### src/rtl/l2_write_buffer_pkg.sv
// Shared types and constants for the L2 posted-write buffer.
package l2_write_buffer_pkg;

  localparam int LC3B_LINE_OFFSET_BITS = 4;

  typedef logic [127:0] lc3b_cache_line;
  typedef logic [15:0]  lc3b_word;
  typedef logic [15-LC3B_LINE_OFFSET_BITS:0] lc3b_wb_line_addr;

  typedef enum logic [1:0] {
    IDLE  = 2'd0,
    DRAIN = 2'd1,
    MREAD = 2'd2,
    RESP  = 2'd3
  } lc3b_wb_state;

  // Clears the byte-offset bits so memory always sees a line-aligned address.
  function automatic lc3b_word line_base(input lc3b_word addr);
    return addr & ~((16'd1 << LC3B_LINE_OFFSET_BITS) - 16'd1);
  endfunction

endpackage

### src/rtl/l2_write_buffer_if.sv
// L2-side and memory-side handshake bundle; the buffer is the slave, the
// environment (L2 + physical memory) is the master.
interface l2_write_buffer_if;
  import l2_write_buffer_pkg::*;

  lc3b_word       l2_address;
  lc3b_cache_line l2_wdata;
  logic           l2_read;
  logic           l2_write;
  lc3b_cache_line l2_rdata;
  logic           l2_resp;
  lc3b_word       pmem_address;
  lc3b_cache_line pmem_wdata;
  logic           pmem_read;
  logic           pmem_write;
  lc3b_cache_line pmem_rdata;
  logic           pmem_resp;

  modport slave (
    input  l2_address, l2_wdata, l2_read, l2_write, pmem_rdata, pmem_resp,
    output l2_rdata, l2_resp, pmem_address, pmem_wdata, pmem_read, pmem_write
  );

  modport master (
    output l2_address, l2_wdata, l2_read, l2_write, pmem_rdata, pmem_resp,
    input  l2_rdata, l2_resp, pmem_address, pmem_wdata, pmem_read, pmem_write
  );
endinterface

### src/rtl/l2_write_buffer_array.sv
// Circular line buffer: entry storage, head/tail/count, address match and
// newest-match select. hit_data exists only when L2WB_READ_FORWARD_EN is defined.
module l2_write_buffer_array
  import l2_write_buffer_pkg::*;
#(
  parameter  int DEPTH = 2,
  localparam int PTR_W = $clog2(DEPTH),
  localparam int CNT_W = PTR_W + 1
) (
  input  logic             clk,
  input  logic             rst,
  input  lc3b_wb_line_addr lookup_addr,
  input  logic             head_locked,
  input  logic             push_en,
  input  logic             coal_en,
  input  logic             pop_en,
  input  lc3b_cache_line   wr_data,
  output logic             hit,
`ifdef L2WB_READ_FORWARD_EN
  output lc3b_cache_line   hit_data,
`endif
  output logic             coal_hit,
  output lc3b_wb_line_addr head_addr,
  output lc3b_cache_line   head_data,
  output logic [CNT_W-1:0] count,
  output logic             full
);

  typedef logic [PTR_W-1:0] ptr_t;

  logic [DEPTH-1:0] valid_q, valid_d;
  lc3b_wb_line_addr addr_q [DEPTH];
  lc3b_wb_line_addr addr_d [DEPTH];
  lc3b_cache_line   data_q [DEPTH];
  lc3b_cache_line   data_d [DEPTH];
  ptr_t             head_q, head_d, tail_q, tail_d, coal_idx_s;
  logic [CNT_W-1:0] count_q, count_d;
  logic [DEPTH-1:0] match_s;

  // Per-entry address compare
  always_comb begin
    match_s = '0;
    for (int i = 0; i < DEPTH; i++) begin
      match_s[i] = valid_q[i] && (addr_q[i] == lookup_addr);
    end
  end

  // Walk oldest to newest so the last match seen is the newest; a draining head is skipped for coalescing
  always_comb begin
    ptr_t idx;
    hit        = 1'b0;
    coal_hit   = 1'b0;
    coal_idx_s = head_q;
`ifdef L2WB_READ_FORWARD_EN
    hit_data   = '0;
`endif
    for (int k = 0; k < DEPTH; k++) begin
      idx = head_q + ptr_t'(k);
      if (match_s[idx]) begin
        hit = 1'b1;
`ifdef L2WB_READ_FORWARD_EN
        hit_data = data_q[idx];
`endif
        if (!(head_locked && (k == 0))) begin
          coal_hit   = 1'b1;
          coal_idx_s = idx;
        end else begin
          coal_hit   = coal_hit;
        end
      end else begin
        hit = hit;
      end
    end
  end

  // Next-state for push, coalesce and pop
  always_comb begin
    valid_d = valid_q;
    addr_d  = addr_q;
    data_d  = data_q;
    head_d  = head_q;
    tail_d  = tail_q;
    count_d = count_q;
    if (pop_en) begin
      valid_d[head_q] = 1'b0;
      head_d          = head_q + ptr_t'(1);
      count_d         = count_d - CNT_W'(1);
    end else begin
      head_d          = head_q;
    end
    if (coal_en) begin
      data_d[coal_idx_s] = wr_data;
    end else if (push_en) begin
      valid_d[tail_q] = 1'b1;
      addr_d[tail_q]  = lookup_addr;
      data_d[tail_q]  = wr_data;
      tail_d          = tail_q + ptr_t'(1);
      count_d         = count_d + CNT_W'(1);
    end else begin
      tail_d          = tail_q;
    end
  end

  // Entry storage and pointer registers
  always_ff @(posedge clk or posedge rst) begin
    if (rst) begin
      valid_q <= '0;
      head_q  <= '0;
      tail_q  <= '0;
      count_q <= '0;
      for (int i = 0; i < DEPTH; i++) begin
        addr_q[i] <= '0;
        data_q[i] <= '0;
      end
    end else begin
      valid_q <= valid_d;
      addr_q  <= addr_d;
      data_q  <= data_d;
      head_q  <= head_d;
      tail_q  <= tail_d;
      count_q <= count_d;
    end
  end

  assign head_addr = addr_q[head_q];
  assign head_data = data_q[head_q];
  assign count     = count_q;
  assign full      = (count_q == CNT_W'(DEPTH));

endmodule

### src/rtl/l2_write_buffer.sv
// Posted-write buffer between L2 and physical memory: FSM plus registered L2/pmem outputs.
// Read forwarding from buffered lines is enabled by defining L2WB_READ_FORWARD_EN.
module l2_write_buffer
  import l2_write_buffer_pkg::*;
#(
  parameter int DEPTH = 2
) (
  input logic              clk,
  input logic              rst,
  l2_write_buffer_if.slave bus
);

  localparam int CNT_W = $clog2(DEPTH) + 1;

  lc3b_wb_state     state_q, state_d;
  logic             l2_resp_q, l2_resp_d;
  lc3b_cache_line   l2_rdata_q, l2_rdata_d;
  logic             pmem_read_q, pmem_read_d;
  logic             pmem_write_q, pmem_write_d;
  lc3b_word         pmem_address_q, pmem_address_d;
  lc3b_cache_line   pmem_wdata_q, pmem_wdata_d;

  logic             push_en_s, coal_en_s, pop_en_s;
  logic             hit_s, coal_hit_s, full_s;
  logic             start_drain_s, start_mread_s;
  lc3b_wb_line_addr lookup_addr_s, head_addr_s;
  lc3b_cache_line   head_data_s;
  logic [CNT_W-1:0] count_s;
`ifdef L2WB_READ_FORWARD_EN
  lc3b_cache_line   hit_data_s;
`endif

  assign lookup_addr_s = bus.l2_address[15:LC3B_LINE_OFFSET_BITS];

  l2_write_buffer_array #(.DEPTH(DEPTH)) u_array (
    .clk         (clk),
    .rst         (rst),
    .lookup_addr (lookup_addr_s),
    .head_locked (state_q == DRAIN),
    .push_en     (push_en_s),
    .coal_en     (coal_en_s),
    .pop_en      (pop_en_s),
    .wr_data     (bus.l2_wdata),
    .hit         (hit_s),
`ifdef L2WB_READ_FORWARD_EN
    .hit_data    (hit_data_s),
`endif
    .coal_hit    (coal_hit_s),
    .head_addr   (head_addr_s),
    .head_data   (head_data_s),
    .count       (count_s),
    .full        (full_s)
  );

  // Next-state and output decode; IDLE priority is read, then write, then drain
  always_comb begin
    state_d        = state_q;
    l2_resp_d      = 1'b0;
    l2_rdata_d     = l2_rdata_q;
    pmem_read_d    = pmem_read_q;
    pmem_write_d   = pmem_write_q;
    pmem_address_d = pmem_address_q;
    pmem_wdata_d   = pmem_wdata_q;
    push_en_s      = 1'b0;
    coal_en_s      = 1'b0;
    pop_en_s       = 1'b0;
    start_drain_s  = 1'b0;
    start_mread_s  = 1'b0;

    case (state_q)
      IDLE: begin
        if (bus.l2_read) begin
`ifdef L2WB_READ_FORWARD_EN
          if (hit_s) begin
            state_d    = RESP;
            l2_resp_d  = 1'b1;
            l2_rdata_d = hit_data_s;
          end else begin
            start_mread_s = 1'b1;
          end
`else
          // Stale line in the buffer: flush it to memory before reading
          if (hit_s) begin
            start_drain_s = 1'b1;
          end else begin
            start_mread_s = 1'b1;
          end
`endif
        end else if (bus.l2_write) begin
          if (coal_hit_s) begin
            coal_en_s = 1'b1;
            state_d   = RESP;
            l2_resp_d = 1'b1;
          end else if (!full_s) begin
            push_en_s = 1'b1;
            state_d   = RESP;
            l2_resp_d = 1'b1;
          end else begin
            start_drain_s = 1'b1;
          end
        end else if (count_s != '0) begin
          start_drain_s = 1'b1;
        end else begin
          state_d = IDLE;
        end
      end
      DRAIN: begin
        if (bus.pmem_resp) begin
          pop_en_s     = 1'b1;
          pmem_write_d = 1'b0;
          state_d      = IDLE;
        end else begin
          state_d      = DRAIN;
        end
      end
      MREAD: begin
        if (bus.pmem_resp) begin
          pmem_read_d = 1'b0;
          l2_rdata_d  = bus.pmem_rdata;
          l2_resp_d   = 1'b1;
          state_d     = RESP;
        end else begin
          state_d     = MREAD;
        end
      end
      RESP: begin
        state_d = IDLE;
      end
      default: begin
        state_d = IDLE;
      end
    endcase

    if (start_drain_s) begin
      state_d        = DRAIN;
      pmem_write_d   = 1'b1;
      pmem_address_d = {head_addr_s, {LC3B_LINE_OFFSET_BITS{1'b0}}};
      pmem_wdata_d   = head_data_s;
    end else if (start_mread_s) begin
      state_d        = MREAD;
      pmem_read_d    = 1'b1;
      pmem_address_d = line_base(bus.l2_address);
    end else begin
      pmem_wdata_d   = pmem_wdata_d;
    end
  end

  // State and output registers
  always_ff @(posedge clk or posedge rst) begin
    if (rst) begin
      state_q        <= IDLE;
      l2_resp_q      <= 1'b0;
      l2_rdata_q     <= '0;
      pmem_read_q    <= 1'b0;
      pmem_write_q   <= 1'b0;
      pmem_address_q <= '0;
      pmem_wdata_q   <= '0;
    end else begin
      state_q        <= state_d;
      l2_resp_q      <= l2_resp_d;
      l2_rdata_q     <= l2_rdata_d;
      pmem_read_q    <= pmem_read_d;
      pmem_write_q   <= pmem_write_d;
      pmem_address_q <= pmem_address_d;
      pmem_wdata_q   <= pmem_wdata_d;
    end
  end

  assign bus.l2_resp      = l2_resp_q;
  assign bus.l2_rdata     = l2_rdata_q;
  assign bus.pmem_read    = pmem_read_q;
  assign bus.pmem_write   = pmem_write_q;
  assign bus.pmem_address = pmem_address_q;
  assign bus.pmem_wdata   = pmem_wdata_q;

endmodule

### src/flat_wrapper.sv
// flat-port wrapper written by rule: the top's interface ports become plain ports
module l2_write_buffer_flat import l2_write_buffer_pkg::*;
#(
  parameter int DEPTH = 2
)
  (clk, rst, bus_l2_address, bus_l2_wdata, bus_l2_read, bus_l2_write, bus_pmem_rdata, bus_pmem_resp, bus_l2_rdata, bus_l2_resp, bus_pmem_address, bus_pmem_wdata, bus_pmem_read, bus_pmem_write);
  l2_write_buffer_if bus_i ();
  input logic clk;
  input logic rst;
  input wire logic [$bits(bus_i.l2_address)-1:0] bus_l2_address;
  input wire logic [$bits(bus_i.l2_wdata)-1:0] bus_l2_wdata;
  input wire logic [$bits(bus_i.l2_read)-1:0] bus_l2_read;
  input wire logic [$bits(bus_i.l2_write)-1:0] bus_l2_write;
  input wire logic [$bits(bus_i.pmem_rdata)-1:0] bus_pmem_rdata;
  input wire logic [$bits(bus_i.pmem_resp)-1:0] bus_pmem_resp;
  output wire logic [$bits(bus_i.l2_rdata)-1:0] bus_l2_rdata;
  output wire logic [$bits(bus_i.l2_resp)-1:0] bus_l2_resp;
  output wire logic [$bits(bus_i.pmem_address)-1:0] bus_pmem_address;
  output wire logic [$bits(bus_i.pmem_wdata)-1:0] bus_pmem_wdata;
  output wire logic [$bits(bus_i.pmem_read)-1:0] bus_pmem_read;
  output wire logic [$bits(bus_i.pmem_write)-1:0] bus_pmem_write;
  assign bus_i.l2_address = bus_l2_address;
  assign bus_i.l2_wdata = bus_l2_wdata;
  assign bus_i.l2_read = bus_l2_read;
  assign bus_i.l2_write = bus_l2_write;
  assign bus_i.pmem_rdata = bus_pmem_rdata;
  assign bus_i.pmem_resp = bus_pmem_resp;
  assign bus_l2_rdata = bus_i.l2_rdata;
  assign bus_l2_resp = bus_i.l2_resp;
  assign bus_pmem_address = bus_i.pmem_address;
  assign bus_pmem_wdata = bus_i.pmem_wdata;
  assign bus_pmem_read = bus_i.pmem_read;
  assign bus_pmem_write = bus_i.pmem_write;
  l2_write_buffer #(.DEPTH(DEPTH)) u_core (.clk(clk), .rst(rst), .bus(bus_i));
endmodule
### config.mk
export PLATFORM = sky130hd
export DESIGN_NAME = l2_write_buffer_flat
export DESIGN_NICKNAME = d
export VERILOG_FILES = /design/src/rtl/l2_write_buffer_pkg.sv /design/src/rtl/l2_write_buffer_if.sv /design/src/rtl/l2_write_buffer_array.sv /design/src/rtl/l2_write_buffer.sv /design/src/flat_wrapper.sv
export SDC_FILE = /design/constraint.sdc
export NUM_CORES = 1
export LEC_CHECK = 0
export BUFFER_PORTS_ARGS = -buffer_cell sky130_fd_sc_hd__buf_2
export CORE_MARGIN = 8
export CORE_UTILIZATION = 44
export CTS_CLUSTER_DIAMETER = 40
export CTS_CLUSTER_SIZE = 14
export DETAILED_ROUTE_END_ITERATION = 6
export PLACE_DENSITY = 0.65
export SYNTH_ARGS = -nofsm -noshare
export SYNTH_HDL_FRONTEND = slang
export SYNTH_SLANG_ARGS = --single-unit
### constraint.sdc
create_clock -name clk -period 22.6 [get_ports clk]
set_input_delay 2.26 -clock clk [delete_from_list [all_inputs] [get_ports clk]]
set_output_delay 2.26 -clock clk [all_outputs]
set_load 0.03 [all_outputs]
==> results of run 1 <==
## cell families after synthesis
logic type      after synthesis  synth area share [%]
flops                       559                 62.08
mux                         524                 25.41
simple gates                195                 3.609
compound gates              194                 4.675
buf+inv                     114                 3.087
xor+xnor                     26                 1.011
fa+ha+maj                     2                0.1110
other cells                   1               0.01664
## sequential cells by signal, indices dropped and copies added (netlist names)
signal                   count
u_core.bus.l2_rdata        128
u_core.bus.pmem_read         1
u_core.state_q               2
u_core.u_array.addr_q       24
u_core.u_array.data_q      256
u_core.bus.l2_resp           1
u_core.u_array.valid_q       2
u_core.u_array.count         2
u_core.bus.pmem_wdata      128
u_core.u_array.head_q        1
u_core.bus.pmem_address     12
u_core.u_array.tail_q        1
u_core.bus.pmem_write        1
## per-stage QoR
stage / hold slack (ns) / area (sq um) / cells
CTS: 0.4763 / 28660 / 2918
global placement: 0.4536 / 25690 / 2761
detailed placement: 0.4653 / 25690 / 2761
finish: 0.4654 / 28690 / 2928
floorplan: 0.4454 / 22540 / 1618
global route: 0.4906 / 28680 / 2924
## Yosys cell counts (2+ instances only)
library cell    n  share of area (%)
dfrtp_1       559                 62
mux2_2        264                 13
nand2_1       169                2.8
o21ai_0       168                3.7
mux2i_1       140                6.2
mux2_1        120                6.0
clkbuf_1       44               0.73
xnor2_1        26                1.0
buf_2          16               0.36
inv_1          16               0.27
buf_6          14               0.70
o221ai_1       12               0.47
buf_4          11               0.37
buf_8           9               0.60
nor2_1          6               0.10
nand3_1         5               0.11
buf_1           4              0.067
nand4_1         4               0.11
o211ai_1        3               0.10
a21oi_2         2              0.078
ha_1            2               0.11
nor3b_1         2              0.067
nor4_4          2               0.19
o21ai_1         2              0.044
or2_2           2              0.056
## final cells by class
class / count / area, sq um
Antenna cell: 10 / 25.02
Clock buffer: 110 / 2362
Multi-Input combinational cell: 945 / 7898
Fill cell: 4282 / 22300
Inverter: 16 / 67.56
Clock inverter: 47 / 613.1
Sequential cell: 559 / 13990
Tap cell: 680 / 850.8
Timing Repair Buffer: 561 / 2878
## power groups by stage
stage          logic (mW)  registers (mW)  clock network, mW
2_1_floorplan       0.765            2.12                  0
3_3_place_gp         1.63            1.70                  0
3_5_place_dp         1.67            1.73                  0
4_1_cts              1.68            1.72               1.36
5_1_grt              1.77            1.78               1.41
6_report             1.64            1.72               1.33
## layout by cell type, fill, tap and decap left out, types with 3 or more instances in the layout
cell,instances
conb_1,4
clkbuf_16,86
diode_2,10
o21ai_0,168
o211ai_1,3
clkbuf_8,12
xnor2_1,26
mux2_1,120
inv_6,13
dfrtp_1,558
nand4_1,4
nand3_1,4
buf_4,16
nand2_1,169
clkbuf_1,12
nor2_1,6
clkinvlp_4,5
mux2_2,264
buf_2,543
inv_1,15
mux2i_1,140
clkinv_16,3
clkinv_2,8
bufinv_16,7
o221ai_1,12
clkinv_4,8
## per-layer routing
layer | part of all wire, % | wire length (um) | global-route usage [%]
met1 | 41 | 24030 | 24.48
met2 | 49 | 29150 | 32.09
met3 | 7.1 | 4190 | 7.154
met4 | 2.7 | 1586 | 6.740
met5 | 0.15 | 89 | 0
## worst min-delay path by stage
| stage | startpoint | endpoint | slack, ns | cells after the start |
|---|---|---|---|---|
| 3_5_place_dp | u_core.bus.pmem_wdata[19] | u_core.bus.pmem_wdata[19] | 0.47 | 2 |
| 4_1_cts | u_core.bus.pmem_wdata[47] | u_core.bus.pmem_wdata[47] | 0.48 | 2 |
| 2_1_floorplan | u_core.u_array.valid_q[1] | u_core.u_array.valid_q[1] | 0.45 | 2 |
| 5_1_grt | u_core.u_array.data_q[159] | u_core.u_array.data_q[159] | 0.49 | 1 |
| 3_3_place_gp | u_core.bus.pmem_read | u_core.bus.pmem_read | 0.45 | 2 |
| 6_report | u_core.bus.pmem_wdata[47] | u_core.bus.pmem_wdata[47] | 0.47 | 2 |
## tightest hold or removal path: stages (launching register included)
cell and delay (ns):
dfrtp_1 0.33, nand2_1 0.04, o21ai_0 0.05
==> impl_metrics.tcl, run 1 <==
set metrics [dict create \
    worstSetupStartpoint "bus_l2_address[5]" \
    overflow 0 \
    drc_errors 0 \
    wirelength_um 59050 \
    skew_ns 0.02910 \
    final-hold-violation-count 0 \
    p_switching_mw 1.750 \
    post_cts_buffers 0 \
    final_max_slew_viol_count 0 \
    layout-drive-gt1-share_pct 43.92 \
    path_buf_inv 3 \
    critPathRequiredTime_ns 23.09 \
    max_stage_delay_ns 0.70 \
    cts-buffers-inserted 86 \
    synth-seq-area-share_pct 62.08 \
    tightest_slew_ns 1.071 \
    syn_inst 1615 \
    start_util_pct 44.19 \
    drt-initial-drc-count 648 \
    period_minus_slack_ns 5.202 \
    htree_levels 3 \
    ctsHoldBuffers 0 \
    p_sw_share_pct 37.28 \
    hp-class "reg -> reg" \
    period_share_pct 23.02 \
    drtPass1Iterations 4 \
    async_flop_share_pct 100.0 \
    cap_viol_max_count 0 \
    worst-path-max-fanout 47 \
    status "finished clean" \
    post_drt_via_cell_ratio 5.005 \
    ys.flop_type "dfrtp_1" \
    cts_tree "built" \
    ys_ff_latch 559 \
    seqPwrFrac_pct 36.7 \
    combPwrFrac_pct 35.0 \
    power_density_nw_per_um2 163.6 \
    timing.slew.headroom_pct 28.34 \
    reg2reg_to "u_core.u_array.data_q[234]" \
    std_cell_rows 83 \
    rrSetupSlack_ns 18.77 \
    fin_ws_ns 17.40 \
    crit_family "buffers and inverters" \
    synth_edf_count 0 \
    syn_area_sq_um 22530 \
    post-place-ws_ns 16.71 \
    grt.total_usage_pct 19.84 \
    ctsResizeCount 0 \
    cpMaxStageDelayCell "buf_4" \
    path_clk_slew_ns 0.05 \
    dieArea_sq_um 58710 \
    grt_max_degree 184 \
    fmax_ghz 0.1922 \
    worstSetupEndpointType "flop" \
    vias 14654 \
    antenna_found_initial 17 \
    tns_ns 0 \
    coreArea_sq_um 50990 \
    r2r_start "u_core.u_array.addr_q[21]" \
    final_util_pct 56.26 \
    crit_path_end "u_core.u_array.data_q[234]" \
    p_leak_nw 14.08 \
    final_nets 2448 \
    place_hpwl_um 40560 \
    setup_viol 0 \
    path_cells "buf_2, xnor2_1, nand4_1, nor4_4, a21oi_2, a21oi_2, nor3b_4, buf_4, buf_4, mux2_1" \
    grt_pass1_vias 15555 \
    detail-route-antenna-nets 0 \
    io_buffers 543 \
    clockRootBuffer "clkbuf_16" \
    grt_setup_unrepaired "no" \
    arrival_ns 5.69 \
    cts_sinks 559 \
    routedWlPerCell_um 20.17 \
    die_y_um 242.3 \
    clkLatencyLatePin_ns 0.63 \
    synth_cell_types 38 \
    syn_area_per_cell_sq_um 13.95 \
    reg2regPathDepth 9 \
    yosys_warnings 0 \
    cts_buffer_depth 3 \
    p_int_mw 2.944 \
    pwr-share-clk_pct 28.3 \
    start_kind "primary input" \
    finalPower_mw 4.693 \
    die_w_um 242.3 \
    critical_path_depth 10 \
    grt_pass1_wl_um 92210 \
    area_growth_pct 27.31 \
    gp_congestion 0.7838 \
    path_class "in -> reg" \
    vdd_drop_max_uv 98.06 \
    ios 552 \
]
(Power assumes the default switching activity.)
==> inputs of run 2 (changes only) <==
Settings changed: ABC_AREA from default to 1, PLACE_DENSITY 0.65 to 0.67.
Clock period 22.6 ns to 4.25 ns, I/O delays scaled along.
==> run 2 against run 1 <==
  * Power grew to 5.5 times the previous value
  * Clock skew shrank 0.0024 ns
  * Cell area grew 8.3%
  * Critical path type is now reg -> reg
  * Sequential power grew to 5.2 times the previous value
  * Die area grew 6.9%
  * Via count grew 51%
  * Global-route usage grew 5.1 points
  * Combinational power grew to 5.9 times the previous value
  * Worst setup slack lost 16 ns
  * Utilization grew 0.48 points
  * Clock-buffer cell count shrank 14
  * Flip-flop and latch count is the same
==> impl_metrics.tcl, run 2 <==
set metrics [dict create \
    status "finished clean" \
    layout-drive-gt1-share_pct 20.85 \
    yosys_warnings 0 \
    period_share_pct 68.17 \
    largest_reg_flops 256 \
    routedWlPerCell_um 18.36 \
    top_register "u_core.u_array.data_q" \
    grt_setup_unrepaired "no" \
    final_max_slew_viol_count 0 \
    synth_commonest_cells "1695 x nand2_1, 559 x dfrtp_1, 417 x nand3_1" \
    synth-seq-area-share_pct 57.80 \
    worstSetupEndpointType "flop" \
    wl_met3_um 5206 \
    final-hold-violation-count 0 \
    syn_inst 3024 \
    std_cell_rows 86 \
    vdd_drop_max_uv 623.8 \
    overflow 0 \
    antenna_found_initial 26 \
    clockRootBuffer "clkbuf_16" \
    synth_top_area_cell "dfrtp_1" \
    async_flop_share_pct 100.0 \
    synth_edf_count 0 \
    coreArea_sq_um 54770 \
    power_density_nw_per_um2 824.5 \
    hp-class "in -> async" \
    grt_pass1_vias 21721 \
    synth_top_cell_area_share_pct 57.80 \
    place_area_sq_um 27320 \
    synth_most_common_cell "nand2_1" \
    arrival_ns 3.38 \
    dieArea_sq_um 62770 \
    syn_area_per_cell_sq_um 8.004 \
    final_nets 3851 \
    final_common_cell "nand2_1" \
    timing.slew.headroom_pct 23.92 \
    grt_max_degree 141 \
    skew_ns 0.02670 \
    cap_viol_max_count 0 \
    drc_errors 0 \
    synth_cell_types 29 \
    start_util_pct 44.19 \
    rrSetupSlack_ns 1.35 \
    area_growth_pct 28.39 \
    setup_viol 0 \
    path_clk_slew_ns 0.06 \
    cts-buffers-inserted 83 \
    path_class "reg -> reg" \
    syn_area_sq_um 24200 \
    finalPower_mw 25.62 \
    post_drt_via_cell_ratio 5.076 \
    detail-route-antenna-nets 0 \
    highest_layer "met5" \
    met2_length_um 39460 \
    wl_met1_um 31970 \
    grt.total_usage_pct 24.93 \
    yosys-top-cells-area "dfrtp_1 58%, nand2_1 26%, nand3_1 8.6%, buf_2 1.8%, clkbuf_1 1.1%" \
    die_w_um 250.5 \
    htree_levels 3 \
    grt_pass1_wl_um 124900 \
    wirelength_um 79930 \
    die_y_um 250.5 \
    io_buffers 543 \
    final_cell_mix "1693 x nand2_1, 558 x dfrtp_1, 543 x buf_2" \
    ys_ff_latch 559 \
    drtPass1Iterations 5 \
    cts_sinks 559 \
    tightest_slew_ns 1.141 \
    cts_tree "built" \
    ctsResizeCount 0 \
    ios 552 \
    worst-path-max-fanout 48 \
    clkLatencyLatePin_ns 0.62 \
    ys.flop_type "dfrtp_1" \
    fin_area_sq_um 31070 \
    gp_congestion 0.9448 \
    place_hpwl_um 50110 \
    cts_buffer_depth 3 \
    critPathRequiredTime_ns 4.73 \
    period_minus_slack_ns 2.897 \
    p_leak_nw 17.62 \
    drt-initial-drc-count 1620 \
    start_kind "flop" \
    fmax_ghz 0.3451 \
    vias 22102 \
]
## run 2: cell types whose count changed in the layout (fill, tap and decap cells not counted), sizes merged, moves of 31 or more
cell         previous run  this run
mux2i                 140         0
inv                    32        63
nand2                 169      1700
mux2                  384         0
nand3                   5       420
dlygate4sd3             0        82
o21ai                 170        43
## run 2: power by group
group          switching (mW)  total (mW)  leakage (nW)  internal (mW)
clock                    2.68        7.04          1.39           4.36
combinational            6.98        9.66          9.14           2.68
sequential               1.29        8.92          7.09           7.63
total                    10.9        25.6          17.6           14.7
## run 2: logic make-up (layout without fill, tap and decap cells)
group	after synthesis	count (layout)	share of synthesized area, %
XOR/XNOR	4	4	0.1448
other	1	14	0.01549
AO/OA/AOI/OAI	47	47	1.013
adder cells (fa/ha/maj)	2	2	0.1034
AND/OR/NAND/NOR	2164	2164	36.07
flip-flops	559	559	57.80
buffers and inverters	247	860	4.854
## run 2: cell type report
cell class / instances / area (sq um)
diodes: 10 / 25.02
clock buffers: 96 / 2248
clock inverters: 57 / 658.1
fillers: 4940 / 23700
inverters: 48 / 188.9
multi-input cells: 2221 / 9125
flip-flops and latches: 559 / 13990
well taps: 704 / 880.8
repair buffers: 659 / 3956
## run 2: path summary, 6_finish.rpt
path | startpoint | endpoint | cells after the start
min | rst | u_core.bus.pmem_address[10] | 2
min reg2reg | u_core.bus.pmem_wdata[71] | u_core.bus.pmem_wdata[71] | 2
max reg2reg | u_core.u_array.addr_q[13] | u_core.u_array.data_q[14] | 14
min in group clk | bus_pmem_rdata[54] | u_core.bus.l2_rdata[54] | 3
max in group asynchronous | rst | u_core.bus.pmem_wdata[80] | 3
max | u_core.u_array.addr_q[13] | u_core.u_array.data_q[14] | 14
## run 2: per-stage QoR
step	utilization, %	instances	TNS [ns]	hold slack, ns	setup slack [ns]
after floorplan	-	3027	-2115.67	0.4422	-3.785
after detailed placement	49.89	4109	0	0.4526	1.143
after global routing	56.72	4351	0	0.01219	1.120
after CTS	56.69	4344	0	0.0001329	1.311
after global placement	49.89	4109	0	0.4478	1.134
final	56.74	4354	0	0.02378	1.353
## run 2: metal layers
metal / vias to the layer above / track usage [%]
met5: - / 0
met4: 26 / 11.16
met3: 187 / 5.607
met2: 756 / 42.44
met1: 10550 / 30.09
li1: 10583 / -
## run 2: what timing repair did
item                                   CTS  global route
buffers inserted                         0             0
endpoints found under the hold margin   82             0
hold buffers                            82             0
## run 2: critical path: stages (launching register included)
cell and delay (ns):
dfrtp_1 0.37, inv_1 0.06, nand2_1 0.10, nand2_1 0.06, nor2_1 0.10, nand2_1 0.05
nor2_1 0.18, nand3_1 0.16, nand2_2 0.14, nand2_2 0.12, nand2_8 0.20, nand3_4 0.57
buf_12 0.44, nand2_1 0.10, nand2_1 0.05
